--- config.mk ---
export PLATFORM = sky130hd
export DESIGN_NAME = mul_share_arbiter_flat
export DESIGN_NICKNAME = d
export VERILOG_FILES = /design/src/rtl/mul_share_arbiter_if.sv /design/src/rtl/mul_share_arbiter.sv /design/src/flat_wrapper.sv
export SDC_FILE = /design/constraint.sdc
export NUM_CORES = 1
export LEC_CHECK = 0
export CAP_MARGIN = 10
export CORE_MARGIN = 2
export CORE_UTILIZATION = 30
export CTS_CLUSTER_DIAMETER = 100
export DETAILED_ROUTE_END_ITERATION = 6
export GPL_TIMING_DRIVEN = 0
export PLACE_DENSITY = 0.89
export SYNTH_ARGS = -nofsm -noshare
export SYNTH_HDL_FRONTEND = slang
export SYNTH_SLANG_ARGS = --single-unit
export TNS_END_PERCENT = 30
--- constraint.sdc ---
create_clock -name clk -period 2.45 [get_ports clk]
set_clock_uncertainty 0.05 [all_clocks]
set_input_delay 0.49 -clock clk [delete_from_list [all_inputs] [get_ports clk]]
set_output_delay 0.49 -clock clk [all_outputs]
set_load 0.005 [all_outputs]
--- src/rtl/mul_share_arbiter_if.sv ---
// Request/response bundle between the requesters and mul_share_arbiter.
//   req_valid/req_ready : per-requester operation handshake (ready is one-hot)
//   req_a/req_b         : packed signed operands, requester i at [i*DATA_W +: DATA_W]
//   rsp_valid/rsp_ready : per-requester result handshake (valid is one-hot)
//   rsp_data            : shared result bus, qualified by rsp_valid
// master = requester side, slave = arbiter side.
interface mul_share_arbiter_if #(
    parameter int unsigned NUM_REQ = 4,
    parameter int unsigned DATA_W  = 15
);
    logic [NUM_REQ-1:0]        req_valid;
    logic [NUM_REQ-1:0]        req_ready;
    logic [NUM_REQ*DATA_W-1:0] req_a;
    logic [NUM_REQ*DATA_W-1:0] req_b;
    logic [NUM_REQ-1:0]        rsp_valid;
    logic [NUM_REQ-1:0]        rsp_ready;
    logic [DATA_W-1:0]         rsp_data;

    modport master (
        output req_valid, req_a, req_b, rsp_ready,
        input  req_ready, rsp_valid, rsp_data
    );

    modport slave (
        input  req_valid, req_a, req_b, rsp_ready,
        output req_ready, rsp_valid, rsp_data
    );
endinterface

--- src/rtl/mul_share_arbiter.sv ---
// Round-robin sharing of one pipelined signed multiplier among NUM_REQ
// requesters. One operand pair is issued per cycle; a tag pipeline of
// MUL_LAT stages tracks which requester owns each in-flight product so the
// result is routed back with a one-hot rsp_valid. A result that its owner
// will not accept freezes the multiplier and the tag pipe via mul_ce.
// Ports:
//   clk, reset_n        : clock, asynchronous active-low reset
//   bus (slave)         : request/response bundle, see mul_share_arbiter_if
//   mul_ce              : multiplier clock enable (all stages)
//   mul_din0, mul_din1  : operands of the granted requester (0 when no grant)
//   mul_dout            : low DATA_W bits of the product, MUL_LAT ce-clocks later
//   busy                : any tag stage holds a live operation
// NUM_REQ and DATA_W must match the parameters of the connected interface.
module mul_share_arbiter #(
    parameter int unsigned NUM_REQ = 4,
    parameter int unsigned DATA_W  = 15,
    parameter int unsigned MUL_LAT = 3,
    parameter int unsigned ID_W    = 2
) (
    input  logic              clk,
    input  logic              reset_n,
    mul_share_arbiter_if.slave bus,
    output logic              mul_ce,
    output logic [DATA_W-1:0] mul_din0,
    output logic [DATA_W-1:0] mul_din1,
    input  logic [DATA_W-1:0] mul_dout,
    output logic              busy
);

    logic [ID_W-1:0]    ptr;
    logic [MUL_LAT-1:0] tag_valid;
    logic [ID_W-1:0]    tag_id [MUL_LAT];

    logic               out_valid;
    logic [ID_W-1:0]    out_id;
    logic               grant_found;
    logic [ID_W-1:0]    grant_id;
    logic [ID_W-1:0]    cand;
    logic               issue;

    assign out_valid = tag_valid[MUL_LAT-1];
    assign out_id    = tag_id[MUL_LAT-1];

    // Freeze everything while the head result waits for its owner.
    assign mul_ce = ~(out_valid & ~bus.rsp_ready[out_id]);

    // Search upward from the requester after the last one served.
    // The grant is suppressed while reset is asserted so req_ready stays low.
    always_comb begin
        grant_found = 1'b0;
        grant_id    = '0;
        cand        = '0;
        for (int unsigned off = 1; off <= NUM_REQ; off++) begin
            cand = ID_W'((32'(ptr) + off) % NUM_REQ);
            if (!grant_found && reset_n && bus.req_valid[cand]) begin
                grant_found = 1'b1;
                grant_id    = cand;
            end
        end
    end

    assign issue = grant_found & mul_ce;

    always_comb begin
        mul_din0 = '0;
        mul_din1 = '0;
        for (int unsigned i = 0; i < NUM_REQ; i++) begin
            if (grant_found && grant_id == ID_W'(i)) begin
                mul_din0 = bus.req_a[i*DATA_W +: DATA_W];
                mul_din1 = bus.req_b[i*DATA_W +: DATA_W];
            end
        end
    end

    always_comb begin
        bus.req_ready = '0;
        bus.rsp_valid = '0;
        if (issue) begin
            bus.req_ready[grant_id] = 1'b1;
        end
        if (out_valid) begin
            bus.rsp_valid[out_id] = 1'b1;
        end
    end

    assign bus.rsp_data = mul_dout;
    assign busy         = |tag_valid;

    // Tag pipe advances in lockstep with the multiplier; a cycle with no
    // issue shifts in a bubble so stale multiplier data is never reported.
    always_ff @(posedge clk or negedge reset_n) begin
        if (!reset_n) begin
            ptr       <= ID_W'(NUM_REQ - 1);
            tag_valid <= '0;
            for (int unsigned s = 0; s < MUL_LAT; s++) begin
                tag_id[s] <= '0;
            end
        end else if (mul_ce) begin
            tag_valid <= {tag_valid[MUL_LAT-2:0], issue};
            tag_id[0] <= grant_id;
            for (int unsigned s = 1; s < MUL_LAT; s++) begin
                tag_id[s] <= tag_id[s-1];
            end
            if (issue) begin
                ptr <= grant_id;
            end
        end
    end

endmodule
--- src/flat_wrapper.sv ---
// flat-port wrapper written by rule: the top's interface ports become plain ports
module mul_share_arbiter_flat 
#(
    parameter int unsigned NUM_REQ = 4,
    parameter int unsigned DATA_W  = 15,
    parameter int unsigned MUL_LAT = 3,
    parameter int unsigned ID_W    = 2
)
  (clk, reset_n, mul_ce, mul_din0, mul_din1, mul_dout, busy, bus_req_valid, bus_req_a, bus_req_b, bus_rsp_ready, bus_req_ready, bus_rsp_valid, bus_rsp_data);
  mul_share_arbiter_if #(.NUM_REQ(NUM_REQ), .DATA_W(DATA_W)) bus_i ();
  input  logic clk;
  input  logic reset_n;
  output logic mul_ce;
  output logic [DATA_W-1:0] mul_din0;
  output logic [DATA_W-1:0] mul_din1;
  input  logic [DATA_W-1:0] mul_dout;
  output logic busy;
  input wire logic [$bits(bus_i.req_valid)-1:0] bus_req_valid;
  input wire logic [$bits(bus_i.req_a)-1:0] bus_req_a;
  input wire logic [$bits(bus_i.req_b)-1:0] bus_req_b;
  input wire logic [$bits(bus_i.rsp_ready)-1:0] bus_rsp_ready;
  output wire logic [$bits(bus_i.req_ready)-1:0] bus_req_ready;
  output wire logic [$bits(bus_i.rsp_valid)-1:0] bus_rsp_valid;
  output wire logic [$bits(bus_i.rsp_data)-1:0] bus_rsp_data;
  assign bus_i.req_valid = bus_req_valid;
  assign bus_i.req_a = bus_req_a;
  assign bus_i.req_b = bus_req_b;
  assign bus_i.rsp_ready = bus_rsp_ready;
  assign bus_req_ready = bus_i.req_ready;
  assign bus_rsp_valid = bus_i.rsp_valid;
  assign bus_rsp_data = bus_i.rsp_data;
  mul_share_arbiter #(.NUM_REQ(NUM_REQ), .DATA_W(DATA_W), .MUL_LAT(MUL_LAT), .ID_W(ID_W)) u_core (.clk(clk), .reset_n(reset_n), .bus(bus_i), .mul_ce(mul_ce), .mul_din0(mul_din0), .mul_din1(mul_din1), .mul_dout(mul_dout), .busy(busy));
endmodule
==> flow_summary_export.csv, run 1 <==
group,metric,value,unit
floorplanning,die_x,85.2,µm
global_route,gr-usage-all-layers,0.266,
yosys,synth_top_area_cell,"a21oi_1",
power,power.switching,1210,µW
floorplanning,start_util,0.311,
drt,drtPass1Iterations,4,
clock_tree,clk_path_buf_depth,2,
setup_path,crit_type,"reg2out",
setup_path,worstPathRequired,1.91,ns
power,ir_drop,0.000512,V
yosys,synth_top_area_frac,0.149,
power,leakage,0.00187,µW
finish,seq_area,278,µm²
finish,area_growth,130,%
drt,post_drt_via_cell_ratio,5.24,
setup_path,crit_slowest_cell,"dfstp_2",
global_route,grt_pass1_wl,15600,µm
floorplanning,die-area,7250,µm²
sta,slew_headroom,0.760,
clock_tree,insertion_delay,0.24,ns
clock_tree,cts_tree,"built",
finish,final_core_util,0.714,
finish,antenna_cells,0,
status,violations,"setup timing",
clock_tree,htreeDepth,1,
yosys,syn_inst,315,
floorplanning,rows,29,
global_route,grt_pass1_vias,3242,
clock_tree,numCtsBuffers,3,
setup_path,cp-start-kind,"flip-flop",
sta,period_needed,2.73,ns
power,clkPwrFrac,0.063,
sta,setup_viol,34,
finish,multi_input_area,1680,µm²
drt,ant_nets,0,
finish,stdcell_area,4540,µm²
placement,place_area,3910,µm²
global_route,grt_max_degree,16,
status,outcome,"complete, but fails checks",
hold_path,holdCritPathClass,"in2async",
yosys,ys_seq_area_frac,0.141,
drt,wl,9960,µm
setup_path,reg2reg_from,"u_core.ptr[1]",
placement,gp_congestion,0.851,
sta,drv_slew,0,
sta,hold_viol_final,0,
setup_path,critPathTopFamily,"flip-flops",
placement,dp_hpwl,7170,µm
floorplanning,die_h,85.2,µm
drt,drtIter0Drc,138,
global_route,antenna_found_initial,0,
setup_path,path_cells,"mux2i_4 -> a221oi_4 -> buf_6 -> buf_16 -> buf_8 -> a21oi_4 -> o21ai_1 -> and2_1 -> buf_2",
sta,fin_crit_sh,1.11,
yosys,ys_ff_latch,11,
setup_path,cp_max_fo,6,
power,seqPwrFrac,0.125,
setup_path,crit_arrival,2.19,ns
setup_path,cpPeakStageDelay,0.64,ns
sta,worst_slack,-0.279,ns
sta,max_freq,0.366,GHz
sta,rsz0062_at_grt,"true",
power,finalPower,2960,µW
drt,drc_errors,0,
floorplanning,core_area,6350,µm²
power,pwr-share-comb,0.812,
drt,wl_per_cell,16.6,µm
yosys,synth_top_cells_by_area,"a21oi_1 (15%), nand2_1 (12%), dfrtp_1 (11%)",
setup_path,end_kind,"output port",
yosys,yosys_warnings,0,
yosys,syn-cell-area,1980,µm²
placement,dpl_worst_slack,-1.32,ns
yosys,synth_nets,460,
setup_path,cp.buffers_inverters,4,
clock_tree,clock_sinks,11,
setup_path,startpoint,"u_core.ptr[0]",
power,power_density,653,nW/µm²
placement,numPortBuffers,184,
yosys,syn_avg_cell_area,6.27,µm²
clock_tree,cts_root_buf,"clkbuf_8",
power,swShare,0.410,
finish,fill_cells,485,
drt,num_vias,3146,
finish,nNetsFinal,669,
run,drv_cap,0,
floorplanning,io_pins,200,
global_route,grt_overflow,0,
clock_tree,path_clk_slew,0.05,ns
sta,worst_pin_slew,0.357,ns
yosys,yosysUniqueCellTypes,36,
power,intPower,1750,µW
finish,drive_above_1_share,0.333,
-- power by group through the flow --
stage | combinational [µW] | sequential [µW] | clock, µW
2_1_floorplan | 1020 | 336 | 0
5_1_grt | 2580 | 386 | 196
3_5_place_dp | 1940 | 359 | 0
3_3_place_gp | 1890 | 350 | 0
4_1_cts | 2390 | 371 | 187
6_report | 2410 | 372 | 186
-- routing by layer --
layer | track usage | up-vias | routed length [µm]
li1 | - | 1481 | -
met1 | 0.291 | 1469 | 3610
met2 | 0.504 | 167 | 5270
met3 | 0.0457 | 29 | 799
met4 | 0.104 | 0 | 280
met5 | 0 | - | 0
-- path summary, 6_finish.rpt --
kind,end,slack [ns],cells past startpoint
worst max-delay path,mul_din0[5],-0.28,9
worst min-delay path,u_core.tag_valid[2],0.08,1
worst max register to register,u_core.tag_id[4],0.54,7
worst min register to register,u_core.tag_valid[2],0.43,1
max in group asynchronous,u_core.ptr[0],1.99,1
min in group clk,u_core.tag_valid[2],0.43,1
-- sequential cells by signal, summed over array words and instances (netlist names) --
name	flops
u_core.tag_valid	3
u_core.out_id	2
u_core.ptr	2
u_core.tag_id	4
-- timing repair --
action,4_1_cts,5_1_grt
gates cloned,7,0
hold buffers,0,0
buffers inserted,16,1
setup endpoints to repair,39,35
gates resized for setup,264,13
pin swaps,43,15
-- kinds of logic (layout without fill, tap and decap cells) --
| logic type | count (synthesis) | after routing | synth area share |
|---|---|---|---|
| AOI/OAI and AO/OA | 132 | 132 | 0.357 |
| and+or+nand+nor | 115 | 115 | 0.281 |
| DFF | 11 | 11 | 0.141 |
| muxes | 10 | 10 | 0.0627 |
| buffers and inverters | 47 | 255 | 0.159 |
-- cell type report --
cell class | instances | area share
repair buffers | 207 | 0.450
plain buffers | 40 | 0.0833
clock buffers | 3 | 0.00910
well taps | 77 | 0.0212
inverters | 4 | 0.00331
flip-flops and latches | 11 | 0.0612
multi-input cells | 257 | 0.371
clock inverters | 1 | 0.00110
-- Yosys cell counts --
cell,number
nand3_1,1
nor2b_1,2
nand2_1,65
nand4_1,1
nor2_1,5
and2_1,30
clkbuf_1,8
and3_1,2
buf_2,6
buf_4,15
or3_1,1
mux2_4,1
dfstp_2,2
or4_1,1
mux2i_1,3
o21ai_2,1
o21ai_1,43
a31oi_1,1
inv_1,4
a22o_1,1
o22ai_1,1
mux4_2,1
nor3b_1,1
clkbuf_2,5
a21o_1,1
a221oi_4,1
dfrtp_1,9
nand2b_4,1
nand3b_1,1
a31o_2,1
a21oi_1,59
mux2_2,5
nand2b_1,4
a21oi_2,2
o21ai_0,21
buf_6,9
-- cells in the final DEF, fill, tap and decap left out, types with 3 or more instances in the layout --
| cell type | synthesis | routed |
|---|---|---|
| o21ai_0 | 21 | 5 |
| o21ai_1 | 43 | 55 |
| nand2_1 | 65 | 64 |
| a21oi_1 | 59 | 10 |
| o21ai_2 | 1 | 5 |
| clkbuf_2 | 5 | 10 |
| and2_1 | 30 | 30 |
| dlygate4sd2_1 | 0 | 5 |
| buf_12 | 0 | 4 |
| a21oi_4 | 0 | 5 |
| a21oi_2 | 2 | 46 |
| buf_2 | 6 | 30 |
| buf_4 | 15 | 26 |
| buf_6 | 9 | 6 |
| clkbuf_8 | 0 | 3 |
| inv_1 | 4 | 4 |
| mux2_2 | 5 | 5 |
| buf_16 | 0 | 5 |
| buf_8 | 0 | 12 |
| nor2_1 | 5 | 5 |
| clkdlybuf4s50_1 | 0 | 143 |
| nand2b_1 | 4 | 4 |
| dfrtp_1 | 9 | 9 |
-- through the flow --
step | hold WS [ns] | instances | setup TNS, ns
after floorplan | 0.144 | 315 | 0
after global placement | 0.409 | 576 | -42.81
after detailed placement | 0.427 | 576 | -45.01
after CTS | 0.0874 | 600 | -6.63
after global routing | 0.103 | 600 | -9.64
final | 0.0800 | 600 | -7.30
(Power assumes the default switching activity.)
==> inputs of run 2 (changes only) <==
--- a/config.mk
+++ b/config.mk
@@ -7,11 +7,11 @@
 export LEC_CHECK = 0
 export CAP_MARGIN = 10
 export CORE_MARGIN = 2
-export CORE_UTILIZATION = 30
+export CORE_UTILIZATION = 32
 export CTS_CLUSTER_DIAMETER = 100
 export DETAILED_ROUTE_END_ITERATION = 6
 export GPL_TIMING_DRIVEN = 0
-export PLACE_DENSITY = 0.89
+export PLACE_DENSITY = 0.93
 export SYNTH_ARGS = -nofsm -noshare
 export SYNTH_HDL_FRONTEND = slang
 export SYNTH_SLANG_ARGS = --single-unit
==> constraint.sdc (replaced) <==
create_clock -name clk -period 3.31 [get_ports clk]
set_clock_uncertainty 0.05 [all_clocks]
set_input_delay 0.662 -clock clk [delete_from_list [all_inputs] [get_ports clk]]
set_output_delay 0.662 -clock clk [all_outputs]
set_load 0.005 [all_outputs]
==> flow_summary_export.csv, run 2 (synthesis gave the netlist of run 1 again) <==
group,metric,value,unit
status,outcome,"finished, final reports clean",
floorplanning,die_x,82.6,µm
drt,drc_errors,0,
clock_tree,clock_sinks,11,
hold_path,holdCritPathClass,"in2async",
sta,worst_slack,0.0761,ns
sta,hold_viol_final,0,
drt,num_vias,2954,
placement,gp_congestion,0.837,
floorplanning,io_pins,200,
finish,fill_cells,467,
finish,area_growth,106,%
drt,post_drt_via_cell_ratio,5.07,
global_route,grt_max_degree,15,
finish,final_cell_mix,"clkdlybuf4s50_1 (175), nand2_1 (65), a21oi_1 (58)",
finish,antenna_cells,0,
finish,stdcell_area,4060,µm²
placement,numPortBuffers,184,
setup_path,rrSetupSlack,1.46,ns
sta,max_freq,0.309,GHz
clock_tree,clk_path_buf_depth,2,
clock_tree,htreeDepth,1,
placement,dpl_worst_slack,-0.789,ns
sta,rsz0062_at_grt,"false",
finish,nNetsFinal,654,
floorplanning,start_util,0.332,
power,ir_drop,0.000325,V
drt,drtIter0Drc,131,
drt,wl,8960,µm
setup_path,worstPathRequired,2.60,ns
setup_path,crit_type,"in2out",
global_route,grt_overflow,0,
floorplanning,rows,28,
floorplanning,die-area,6820,µm²
setup_path,cp_max_fo,10,
clock_tree,cts_tree,"built",
sta,slew_headroom,0.840,
drt,drtPass1Iterations,4,
finish,reg.largest.list,"u_core.tag_id x4, u_core.tag_valid x3",
drt,wl_per_cell,15.4,µm
finish,final_core_util,0.682,
global_route,gr-usage-all-layers,0.244,
finish,regMostFlops,"u_core.tag_id",
sta,worst_pin_slew,0.235,ns
sta,period_needed,3.23,ns
sta,setup_viol,0,
setup_path,rr_endpoint,"u_core.tag_id[2]",
setup_path,end_kind,"output port",
run,drv_cap,0,
setup_path,r2r_cells,5,
setup_path,reg2reg_from,"u_core.out_id[0]",
global_route,grt_pass1_vias,2884,
clock_tree,insertion_delay,0.25,ns
global_route,antenna_found_initial,0,
sta,drv_slew,0,
clock_tree,cts_root_buf,"clkbuf_8",
placement,place_area,3910,µm²
global_route,grt_pass1_wl,12800,µm
power,power_density,474,nW/µm²
sta,fin_crit_sh,0.977,
finish,largest_register_ffs,4,
floorplanning,core_area,5960,µm²
floorplanning,die_h,82.6,µm
clock_tree,numCtsBuffers,3,
clock_tree,path_clk_slew,0.05,ns
finish,drive_above_1_share,0.152,
finish,final_common_cell,"clkdlybuf4s50_1",
power,leakage,0.00172,µW
setup_path,crit_arrival,2.52,ns
placement,dp_hpwl,7190,µm
drt,ant_nets,0,
setup_path,cp-start-kind,"input pin",
run 2: cell count changes in the layout (fill, tap and decap cells not counted), sizes merged:
| cell | change |
|---|---|
| clkdlybuf4s50 | +32 |
| clkdlybuf4s15 | -4 |
| dlygate4sd2 | -4 |
| buf | -47 |
| clkbuf | +5 |
| bufbuf | -1 |
| dlymetal6s2s | +4 |
run 2: how the worst max path moves through the flow:
| stage | from | endpoint | slack, ns |
|---|---|---|---|
| after floorplan | bus_req_valid[0] | mul_din0[0] | 0.93 |
| after global placement | reset_n | mul_din1[3] | -0.81 |
| after detailed placement | reset_n | mul_din0[9] | -0.79 |
| after CTS | bus_rsp_ready[1] | bus_req_ready[0] | 0.02 |
| after global routing | bus_req_valid[1] | mul_din0[1] | 0.0004 |
| final | bus_req_valid[1] | mul_din1[8] | 0.08 |
run 2: per-stage QoR:
stage	cells	hold slack, ns	power [µW]	setup TNS [ns]
6_report	583	0.227	1920	0
3_5_place_dp	574	0.438	1700	-25.45
5_1_grt	583	0.233	2060	0
2_1_floorplan	315	0.316	1000	0
4_1_cts	583	0.248	1910	0
3_3_place_gp	574	0.406	1660	-25.38
run 2: per-layer routing:
layer,wire (µm),vias up,GRT usage
met5,0,-,0
met4,277,0,0.105
met3,854,22,0.0500
met2,4540,157,0.467
met1,3280,1325,0.256
li1,-,1450,-
run 2: repair_timing:
item / in CTS / in global routing
pin swaps: 1 / 1
resized for setup: 32 / 20
endpoints found under the setup margin: 34 / 33
buffers inserted: 5 / 0
hold buffers: 0 / 0
run 2: layout make-up:
cell class	instances	area [µm²]	area share
Clock buffer	3	41.3	0.0102
Timing Repair Buffer	189	1870	0.462
Tap cell	75	93.8	0.0231
Inverter	4	15.0	0.00370
Multi-Input combinational cell	257	1420	0.349
Sequential cell	11	278	0.0684
Clock inverter	1	5.00	0.00123
Buffer	43	335	0.0826
run 2: worst max-delay path: stages:
cell and delay [ns]:
dlygate4sd2_1 0.31, a21o_1 0.22, a31o_2 0.28, buf_2 0.20
a21oi_1 0.15, o21ai_0 0.11, and2_1 0.15, clkdlybuf4s50_1 0.43
run 2: report_power, final:
group / internal (µW) / switching [µW] / total [µW] / leakage (µW)
Combinational: 883 / 635 / 1520 / 0.00156
Sequential: 206 / 59.9 / 266 / 0.000134
Clock: 83.2 / 56.9 / 140 / 0.0000255
